===== config.mk =====
export PLATFORM = sky130hd
export DESIGN_NAME = vga_rx_flat
export DESIGN_NICKNAME = d
export VERILOG_FILES = /design/src/rtl/vga_rx_if.sv /design/src/rtl/vga_rx.sv /design/src/flat_wrapper.sv
export SDC_FILE = /design/constraint.sdc
export NUM_CORES = 1
export LEC_CHECK = 0
export CORE_MARGIN = 5
export CORE_UTILIZATION = 35
export DETAILED_ROUTE_END_ITERATION = 12
export GPL_TIMING_DRIVEN = 0
export PLACE_DENSITY_LB_ADDON = 0.2
export SYNTH_ARGS = -nofsm -noshare
export SYNTH_HDL_FRONTEND = slang
export SYNTH_SLANG_ARGS = --single-unit

===== constraint.sdc =====
create_clock -name pclk -period 1.8 [get_ports pclk]
set_input_delay 0.18 -clock pclk [delete_from_list [all_inputs] [get_ports pclk]]
set_output_delay 0.18 -clock pclk [all_outputs]
set_load 0.02 [all_outputs]

===== src/rtl/vga_rx_if.sv =====
// vga_rx_if: display timing/pixel bus into the decoder and the capture write stream out of it.
interface vga_rx_if;
    logic        hsync;
    logic        vsync;
    logic        valid;
    logic [7:0]  vga_r;
    logic [7:0]  vga_g;
    logic [7:0]  vga_b;
    logic [9:0]  h_addr;
    logic [9:0]  v_addr;
    logic [11:0] pix_data;
    logic        wr_en;
    logic        frame_start;
    logic        locked;
    logic        err;
    logic [9:0]  h_total_meas;
    logic [9:0]  v_total_meas;

    // Timing source side: drives sync/pixel bus, observes decoder results.
    modport master (
        output hsync, vsync, valid, vga_r, vga_g, vga_b,
        input  h_addr, v_addr, pix_data, wr_en, frame_start, locked, err,
               h_total_meas, v_total_meas
    );

    // Decoder side.
    modport slave (
        input  hsync, vsync, valid, vga_r, vga_g, vga_b,
        output h_addr, v_addr, pix_data, wr_en, frame_start, locked, err,
               h_total_meas, v_total_meas
    );
endinterface


===== src/rtl/vga_rx.sv =====
// vga_rx: sink-side VGA timing decoder. Recovers pixel coordinates/data, measures line and
// frame timing, locks to the configured mode and emits a 12-bit pixel write stream.
// Optional feature macro: VGA_RX_LOCK_GATE_EN (when defined, pixel writes only while locked).
module vga_rx #(
    parameter int unsigned H_TOTAL  = 800,
    parameter int unsigned V_TOTAL  = 525,
    parameter int unsigned H_ACTIVE = 640,
    parameter int unsigned V_ACTIVE = 480
) (
    input  logic    pclk,
    input  logic    reset,
    vga_rx_if.slave bus
);
    localparam int unsigned   CW      = 10;
    localparam logic [CW-1:0] CNT_MAX = '1;
    localparam logic [CW-1:0] HT      = CW'(H_TOTAL);
    localparam logic [CW-1:0] VT      = CW'(V_TOTAL);
    localparam logic [CW-1:0] HA      = CW'(H_ACTIVE);
    localparam logic [CW-1:0] VA      = CW'(V_ACTIVE);

    typedef enum logic [1:0] {SEARCH = 2'd0, CHECK = 2'd1, LOCKED = 2'd2} state_t;

    state_t        state, state_nx;
    logic          hs1, vs1, de1, hs2, vs2, de2;
    logic [11:0]   pix1;
    logic          hs_fall, vs_fall, de_fall;
    logic [CW-1:0] p_cnt, l_cnt, x, y, y_inc;
    logic [CW-1:0] h_meas, v_meas, h_meas_nx;
    logic          px_bad, px_err, frame_ok, fail;
    logic          locked_nx, err_nx, wr_nx;
    logic [CW-1:0] h_addr_q, v_addr_q;
    logic [11:0]   pix_q;
    logic          wr_q, fs_q, lk_q, err_q;

    // Input capture plus a second copy of the sync/enable bits for edge detection.
    always_ff @(posedge pclk or negedge reset) begin
        if (!reset) begin
            hs1  <= 1'b0;
            vs1  <= 1'b0;
            de1  <= 1'b0;
            hs2  <= 1'b0;
            vs2  <= 1'b0;
            de2  <= 1'b0;
            pix1 <= '0;
        end else begin
            hs1  <= bus.hsync;
            vs1  <= bus.vsync;
            de1  <= bus.valid;
            hs2  <= hs1;
            vs2  <= vs1;
            de2  <= de1;
            pix1 <= {bus.vga_r[7:4], bus.vga_g[7:4], bus.vga_b[7:4]};
        end
    end

    // Edge detect and frame/line checks, evaluated on the values being latched this cycle.
    always_comb begin
        hs_fall   = hs2 & ~hs1;
        vs_fall   = vs2 & ~vs1;
        de_fall   = de2 & ~de1;
        y_inc     = (de_fall && (y != CNT_MAX)) ? y + CW'(1) : y;
        h_meas_nx = hs_fall ? p_cnt : h_meas;
        px_err    = de_fall && (x != HA);
        frame_ok  = (h_meas_nx == HT) && (l_cnt == VT) && (y_inc == VA) && !px_bad && !px_err;
        fail      = (hs_fall && (p_cnt != HT)) || px_err || (vs_fall && !frame_ok)
                    || (p_cnt == CNT_MAX);
    end

    // Saturating period/line/column/row counters and the line/frame measurements.
    always_ff @(posedge pclk or negedge reset) begin
        if (!reset) begin
            p_cnt  <= '0;
            l_cnt  <= '0;
            x      <= '0;
            y      <= '0;
            h_meas <= '0;
            v_meas <= '0;
            px_bad <= 1'b0;
        end else begin
            if (hs_fall) begin
                h_meas <= p_cnt;
                p_cnt  <= CW'(1);
            end else if (p_cnt != CNT_MAX) begin
                p_cnt <= p_cnt + CW'(1);
            end

            // A coincident hsync fall is the first line of the new frame.
            if (vs_fall) begin
                v_meas <= l_cnt;
                l_cnt  <= hs_fall ? CW'(1) : '0;
            end else if (hs_fall && (l_cnt != CNT_MAX)) begin
                l_cnt <= l_cnt + CW'(1);
            end

            if (de_fall) begin
                x <= '0;
            end else if (de1 && (x != CNT_MAX)) begin
                x <= x + CW'(1);
            end

            y <= vs_fall ? '0 : y_inc;

            if (vs_fall) begin
                px_bad <= 1'b0;
            end else if (px_err) begin
                px_bad <= 1'b1;
            end
        end
    end

    // Lock FSM state register.
    always_ff @(posedge pclk or negedge reset) begin
        if (!reset) begin
            state <= SEARCH;
        end else begin
            state <= state_nx;
        end
    end

    // Lock FSM next state.
    always_comb begin
        state_nx = state;
        case (state)
            SEARCH: if (vs_fall) state_nx = CHECK;
            CHECK:  if (vs_fall && frame_ok) state_nx = LOCKED;
            LOCKED: if (fail) state_nx = SEARCH;
            default: state_nx = SEARCH;
        endcase
    end

    // Lock FSM outputs, aligned with the pixel pipeline by registering them below.
    always_comb begin
        locked_nx = (state_nx == LOCKED);
        err_nx    = (state == LOCKED) && fail;
`ifdef VGA_RX_LOCK_GATE_EN
        wr_nx     = de1 && locked_nx;
`else
        wr_nx     = de1;
`endif
    end

    // Output register stage.
    always_ff @(posedge pclk or negedge reset) begin
        if (!reset) begin
            h_addr_q <= '0;
            v_addr_q <= '0;
            pix_q    <= '0;
            wr_q     <= 1'b0;
            fs_q     <= 1'b0;
            lk_q     <= 1'b0;
            err_q    <= 1'b0;
        end else begin
            h_addr_q <= x;
            v_addr_q <= y;
            pix_q    <= pix1;
            wr_q     <= wr_nx;
            fs_q     <= vs_fall;
            lk_q     <= locked_nx;
            err_q    <= err_nx;
        end
    end

    assign bus.h_addr       = h_addr_q;
    assign bus.v_addr       = v_addr_q;
    assign bus.pix_data     = pix_q;
    assign bus.wr_en        = wr_q;
    assign bus.frame_start  = fs_q;
    assign bus.locked       = lk_q;
    assign bus.err          = err_q;
    assign bus.h_total_meas = h_meas;
    assign bus.v_total_meas = v_meas;
endmodule


===== src/flat_wrapper.sv =====
// flat-port wrapper written by rule: the top's interface ports become plain ports
module vga_rx_flat 
#(
    parameter int unsigned H_TOTAL  = 800,
    parameter int unsigned V_TOTAL  = 525,
    parameter int unsigned H_ACTIVE = 640,
    parameter int unsigned V_ACTIVE = 480
)
  (pclk, reset, bus_hsync, bus_vsync, bus_valid, bus_vga_r, bus_vga_g, bus_vga_b, bus_h_addr, bus_v_addr, bus_pix_data, bus_wr_en, bus_frame_start, bus_locked, bus_err, bus_h_total_meas, bus_v_total_meas);
  vga_rx_if bus_i ();
  input  logic pclk;
  input  logic reset;
  input wire logic [$bits(bus_i.hsync)-1:0] bus_hsync;
  input wire logic [$bits(bus_i.vsync)-1:0] bus_vsync;
  input wire logic [$bits(bus_i.valid)-1:0] bus_valid;
  input wire logic [$bits(bus_i.vga_r)-1:0] bus_vga_r;
  input wire logic [$bits(bus_i.vga_g)-1:0] bus_vga_g;
  input wire logic [$bits(bus_i.vga_b)-1:0] bus_vga_b;
  output wire logic [$bits(bus_i.h_addr)-1:0] bus_h_addr;
  output wire logic [$bits(bus_i.v_addr)-1:0] bus_v_addr;
  output wire logic [$bits(bus_i.pix_data)-1:0] bus_pix_data;
  output wire logic [$bits(bus_i.wr_en)-1:0] bus_wr_en;
  output wire logic [$bits(bus_i.frame_start)-1:0] bus_frame_start;
  output wire logic [$bits(bus_i.locked)-1:0] bus_locked;
  output wire logic [$bits(bus_i.err)-1:0] bus_err;
  output wire logic [$bits(bus_i.h_total_meas)-1:0] bus_h_total_meas;
  output wire logic [$bits(bus_i.v_total_meas)-1:0] bus_v_total_meas;
  assign bus_i.hsync = bus_hsync;
  assign bus_i.vsync = bus_vsync;
  assign bus_i.valid = bus_valid;
  assign bus_i.vga_r = bus_vga_r;
  assign bus_i.vga_g = bus_vga_g;
  assign bus_i.vga_b = bus_vga_b;
  assign bus_h_addr = bus_i.h_addr;
  assign bus_v_addr = bus_i.v_addr;
  assign bus_pix_data = bus_i.pix_data;
  assign bus_wr_en = bus_i.wr_en;
  assign bus_frame_start = bus_i.frame_start;
  assign bus_locked = bus_i.locked;
  assign bus_err = bus_i.err;
  assign bus_h_total_meas = bus_i.h_total_meas;
  assign bus_v_total_meas = bus_i.v_total_meas;
  vga_rx #(.H_TOTAL(H_TOTAL), .V_TOTAL(V_TOTAL), .H_ACTIVE(H_ACTIVE), .V_ACTIVE(V_ACTIVE)) u_core (.pclk(pclk), .reset(reset), .bus(bus_i));
endmodule

* Word level (Yosys, flattened, before mapping)
Index checks and enable logic that the tools add are counted.
Word-level totals: flip-flop bits (word level) 116, bits in latches 0, bits in writable memories 0, memory bits (read-only) 0, output and inout port bits 56, logic and storage cells 83, memories 0
Operators by class: add/subtract/negate cells 4, multiply operators 0, divide/modulo/power cells 0, magnitude comparators 0, eq/ne operators 13, shift-type cells 0, muxes and demuxes 16, bitwise operators 6, reduce and logical (&&, ||, !) cells 23
Operators by type and width (number):
- 2-to-1 mux 10 bit | 9
- != test 10 bit, second input constant | 6
- adder 10 x 1 -> 10 bit, second input constant | 4
- equality test 10 bit, second input constant | 3
- logical AND 1 bit | 12
- equality test 10 x 9 -> 1 bit, second input constant | 1
- nonzero test 2 bit | 4
- 2-to-1 mux 2 bit | 3
- one-hot mux 2 bit (3 select lines) | 1
- equality test 2 bit, second input constant | 2
- bitwise AND 1 bit | 3
- logical NOT 1 bit | 3
- logical OR 1 bit | 3
- 2-to-1 mux 1 bit | 3
- NOT 1 bit | 3
- equality test 2 x 1 -> 1 bit, second input constant | 1
- logical NOT 2 bit | 1

* Depth between registers and ports, before layout
word-level depth 15, mapped depth 8, depth with buffers taken out 7

* Worst setup path after synthesis
OpenSTA, ideal clock, no wires.
path kind reg-to-reg, start register u_core.x[8], end register u_core.lk_q, in the netlist u_core.bus.locked, data arrival time 1.867 ns, setup slack -0.132 ns, cell stages (with the launch flop) 7, path buffers 0, clock period less this slack 1.932 ns, path through dfrtp_1 and4bb_1 a41oi_2 or3_4 or3b_1 a22oi_2 o21a_1
Between the ends: cells in the longest elaborated chain, start to end 11
RTL lines:
- start: declaration | RTL line vga_rx.sv:27 | logic [CW-1:0] p_cnt, l_cnt, x, y, y_inc;
- start signal: assignment | RTL line vga_rx.sv:98 | x <= x + CW'(1);
- != test 10 bit * | RTL line vga_rx.sv:63 | px_err = de_fall && (x != HA);
- logical AND 1 bit * | RTL line vga_rx.sv:63
- logical NOT 1 bit | RTL line vga_rx.sv:64 | frame_ok = (h_meas_nx == HT) && (l_cnt == VT) && (y_inc == VA) && !px_bad && !px_err;
- logical AND 1 bit | RTL line vga_rx.sv:64
- logical NOT 1 bit | RTL line vga_rx.sv:65 | fail = (hs_fall && (p_cnt != HT)) || px_err || (vs_fall && !frame_ok)
- logical AND 1 bit | RTL line vga_rx.sv:65
- logical OR 1 bit | RTL line vga_rx.sv:65
- logical OR 1 bit | RTL line vga_rx.sv:66 | || (p_cnt == CNT_MAX);
- 2-to-1 mux 2 bit | RTL line vga_rx.sv:126 | LOCKED: if (fail) state_nx = SEARCH;
- one-hot mux 2 bit (3 select lines) * | RTL line vga_rx.sv:123 | case (state)
- equality test 2 bit * | RTL line vga_rx.sv:133 | locked_nx = (state_nx == LOCKED);
- named net u_core.locked_nx | RTL line vga_rx.sv:30 | logic locked_nx, err_nx, wr_nx;
- end signal: assignment | RTL line vga_rx.sv:158 | lk_q <= locked_nx;
- end: declaration | RTL line vga_rx.sv:33 | logic wr_q, fs_q, lk_q, err_q;
Mark *: on every way through the listed nets, which the timed path passes. The rest lies on a longest branch. A chain may end at the register's enable or synchronous reset.

* Final worst setup path
start register u_core.x[9], end register u_core.lk_q, in the netlist u_core.bus.locked
Same word-level chain as after synthesis.

==> results.md <==
* Outcome: finished with violations
* Failing checks: setup timing
* Layout cell share with drive strength beyond 1 at about a fifth
* Most used DFF post-synth: dfrtp_1
* Pre-antenna DRT Iters at 4
* Hold EP: u_core.pix1[9]
* FF+latch count, synth at ~120
* Per-cell routed wire length at ~15 µm
* H-tree level count at 4
* Core area at between 10,000 and 15,000 µm²
* Setup crit end kind: flop
* Final setup margin at -0.2673 ns
* Mapped Area at between 4000 and 5000 µm²
* Total GRT Usage at approximately 14%
* Diode count at 0
* Fraction of registers with async set/reset at 100.0%
* Syn Inst Count at ~420
* CP Cell Sequence: and4bb_1 > a41oi_2 > or3_4 > or3b_4 > a22oi_2 > o21a_1
* Hold path cells at 1
* Simple-gate share of the synthesized area at 19.54%
* Number of antenna violations at the first check in global routing at 0
* Rel. slew slack at between 60% and 70%
* Clk Latency, worst-skew pair at ~0.41 ns
* Max clock buf depth at 2
* Critical Path RT at between 2 and 2.5 ns
* Largest net degree at the start of global routing at between 60 and 70
* Seq/Total Area, Yosys at 62.98%
* Clk Tree Root Cell: clkbuf_16
* Endpoints failing setup at 4
* Crit-path max cell delay at between 0.4 and 0.5 ns
* Synth cell types at 50
* Die width at around 120 µm
* Delay-heaviest family, CP: simple AND/OR/NAND/NOR gates
* Cell Pwr Density at roughly 1100 nW/µm²
* Placed cell areas at 5579 µm²
* Post-synth net total at 459
* DR iter-0 viols at between 200 and 250
* Leak at 2.856 nW
* Syn. warnings at 0
* Rows at between 40 and 50
* Tmin final at just over 2 ns
* Worst-path fanout max at 7
* Residual DRC at 0
* CP arrival at between 2 and 2.5 ns
* GR Overflow Total at 0
* Antenna Nets Post-Route at 0
* Port-buffer cells at 72
* WL final at roughly 11 mm
* Max-slew violation count at 0
* Design area at around 6500 µm²
* Fmax at between 0.4 and 0.5 GHz
* Slowest CP cell: dfrtp_2
* WS Path Type: flop to flop
* Synth Area in XOR/XNOR at roughly 3.4%
* Avg Cell Area, Syn at between 10 and 15 µm²
* Area grow syn2layout at 41.15%
* Setup repair after global routing missed its margin: yes
* Post-synth EDFFs at 0
* Via density at around 4.8
* Hold Crit Class: input port to flop
* Worst r2r path cells at 6
* Worst reg-to-reg setup slack at -0.27 ns
* Crit start category: flop
* Ports at 85
* CTS buffer count at 17
* Vias at 3,520
* Slew @ Worst Pin at 0.4795 ns
* Routability Congestion at 0.8110
* CP bufs+invs at 0
* Maximum vdd ir drop at ~0.0007 V
* First-pass GRT wire length at between 15 and 20 mm
* Reg-to-Reg Start: u_core.x[9]
* Total clock sinks at ~120
* Multiplexer share of the synthesized area at less than 1%
* Worst r2r dst: u_core.bus.locked
* CTS tree: built
* Die height at 124.8 µm
* Compound-Gate Fraction of Synth Area at under 10%
* Fin. Hold Viols at 0
* Worst-path clk slew at around 0.050 ns
* Hold Startpoint: bus_vga_r[5]
* Total Power at between 7 and 8 mW
* Crit share post-route at 114.8%
* Adder-Cell Fraction of Synth Area at under 10%
* NumNets Final at between 500 and 600
* Initial Utilization at 35.23%
* DP HPWL at roughly 7 mm
* Die area at 15,570 µm²
* Final Skew at between 0.01 and 0.015 ns
* Maximum capacitance violations at 0
* Largest family of logic cells by synthesized area: simple AND/OR/NAND/NOR gates
* Vias in the first global route at 3,563
-- layer usage --
metal | GRT usage (%) | vias up | wire length, µm
li1 | - | 1682 | -
met1 | 16.77 | 1748 | 4527
met2 | 22.55 | 76 | 5446
met3 | 5.746 | 14 | 494
met4 | 6.061 | 0 | 141
met5 | 0 | - | 0
-- state kept, by name (all words and copies together), names as in the netlist, 10 cells and up --
signal,flops
u_core.bus.h_addr,10
u_core.bus.h_total_meas,10
u_core.bus.pix_data,12
u_core.bus.v_addr,10
u_core.bus.v_total_meas,10
u_core.l_cnt,10
u_core.p_cnt,10
u_core.pix1,12
u_core.x,10
u_core.y,10
-- cell families (layout without fill, tap and decap cells) --
kind of cell | Yosys count | after routing
adders and majority gates | 7 | 7
and+or+nand+nor | 186 | 186
DFF | 116 | 116
muxes | 3 | 3
AOI/OAI and AO/OA | 66 | 66
buffers and inverters | 27 | 156
xor gates and xnor gates | 18 | 18
-- stage by stage --
step | hold WS [ns] | std cells | setup TNS (ns) | utilization [%] | setup WS (ns)
after floorplan | -0.1156 | 423 | -0.2178 | - | -0.1089
after global placement | 0.3326 | 671 | -456.08 | 42.42 | -3.893
after detailed placement | 0.1448 | 672 | -6.031 | 42.64 | -0.3652
after CTS | 0.1898 | 715 | -0.6535 | 48.11 | -0.2827
after global routing | 0.1908 | 728 | -1.040 | 49.72 | -0.3307
final | 0.2108 | 728 | -0.6535 | 49.72 | -0.2673
-- how the worst max path moves through the flow --
| stage | from | endpoint | depth (start not counted) |
|---|---|---|---|
| 6_report | u_core.x[9] | u_core.bus.locked | 6 |
| 4_1_cts | u_core.p_cnt[3] | u_core.bus.locked | 7 |
| 2_1_floorplan | u_core.p_cnt[3] | u_core.bus.locked | 7 |
| 5_1_grt | u_core.p_cnt[2] | u_core.state[1] | 6 |
| 3_3_place_gp | reset | u_core.bus.v_total_meas[6] | 1 |
| 3_5_place_dp | u_core.de1 | u_core.bus.locked | 6 |
-- repair_timing --
action                     4_1_cts  5_1_grt
hold buffers                     1        0
pin swaps                        3       13
resized for setup               26       43
setup endpoints to repair       25       23
hold endpoints to repair        49        0
gates cloned                     0        1
setup buffers                   14       13
-- layout make-up --
| cell class | instances | area (µm²) |
|---|---|---|
| fill | 1167 | 6579 |
| sequential | 116 | 2920 |
| multi-input combinational | 280 | 1764 |
| timing repair buffer | 102 | 970.9 |
| clock buffer | 27 | 483.0 |
| tap | 176 | 220.2 |
| buffer | 11 | 56.30 |
| clock inverter | 5 | 50.05 |
| inverter | 11 | 41.29 |
-- cells in the final DEF, fill, tap and decap left out, drive strengths merged, types with 4 or more instances in the layout --
master / n
and3: 7
nand2: 71
nand3: 15
a211oi: 5
a21oi: 14
ha: 7
nor2: 44
nand2b: 4
nand4: 10
xnor2: 8
clkbuf: 33
o21ai: 28
or3: 5
xor2: 10
dfrtp: 116
clkinv: 4
inv: 11
nor3: 8
buf: 35
clkdlybuf4s50: 71
-- where the power goes --
part / switching (mW) / total [mW] / internal (mW) / leakage (nW)
combinational: 0.538 / 1.03 / 0.494 / 1.10
clock: 1.06 / 3.02 / 1.96 / 0.263
sequential: 0.208 / 3.05 / 2.84 / 1.49
-- cells in the mapped netlist (2+ instances only) --
library cell  count  area [µm²]
nor3_1            8       40.04
nor2_1           42       157.7
clkbuf_1         11       41.29
nand3b_1          3       22.52
o2111ai_1         2       17.52
a41oi_1           2       17.52
ha_1              7       87.58
inv_1            11       41.29
or3_1             4       25.02
o21a_1            2       15.01
buf_1             3       11.26
dfrtp_1         116        2903
nor2_2            2       12.51
nand4b_1          2       17.52
nand3_1          15       75.07
and4_1            2       17.52
nand4_1          10       62.56
nor4_1            3       18.77
nand2b_1          4       25.02
and3_1            7       43.79
nor2b_1           3       18.77
a211oi_1          4       30.03
a21oi_1          14       70.07
mux2i_1           3       30.03
and2_1            3       18.77
o21ai_0          27       135.1
nand2_1          71       266.5
o31ai_1           2       15.01
xnor2_1           8       70.07
a31oi_1           3       18.77
xor2_1           10       87.58
Power figures use the tool's default switching activity.
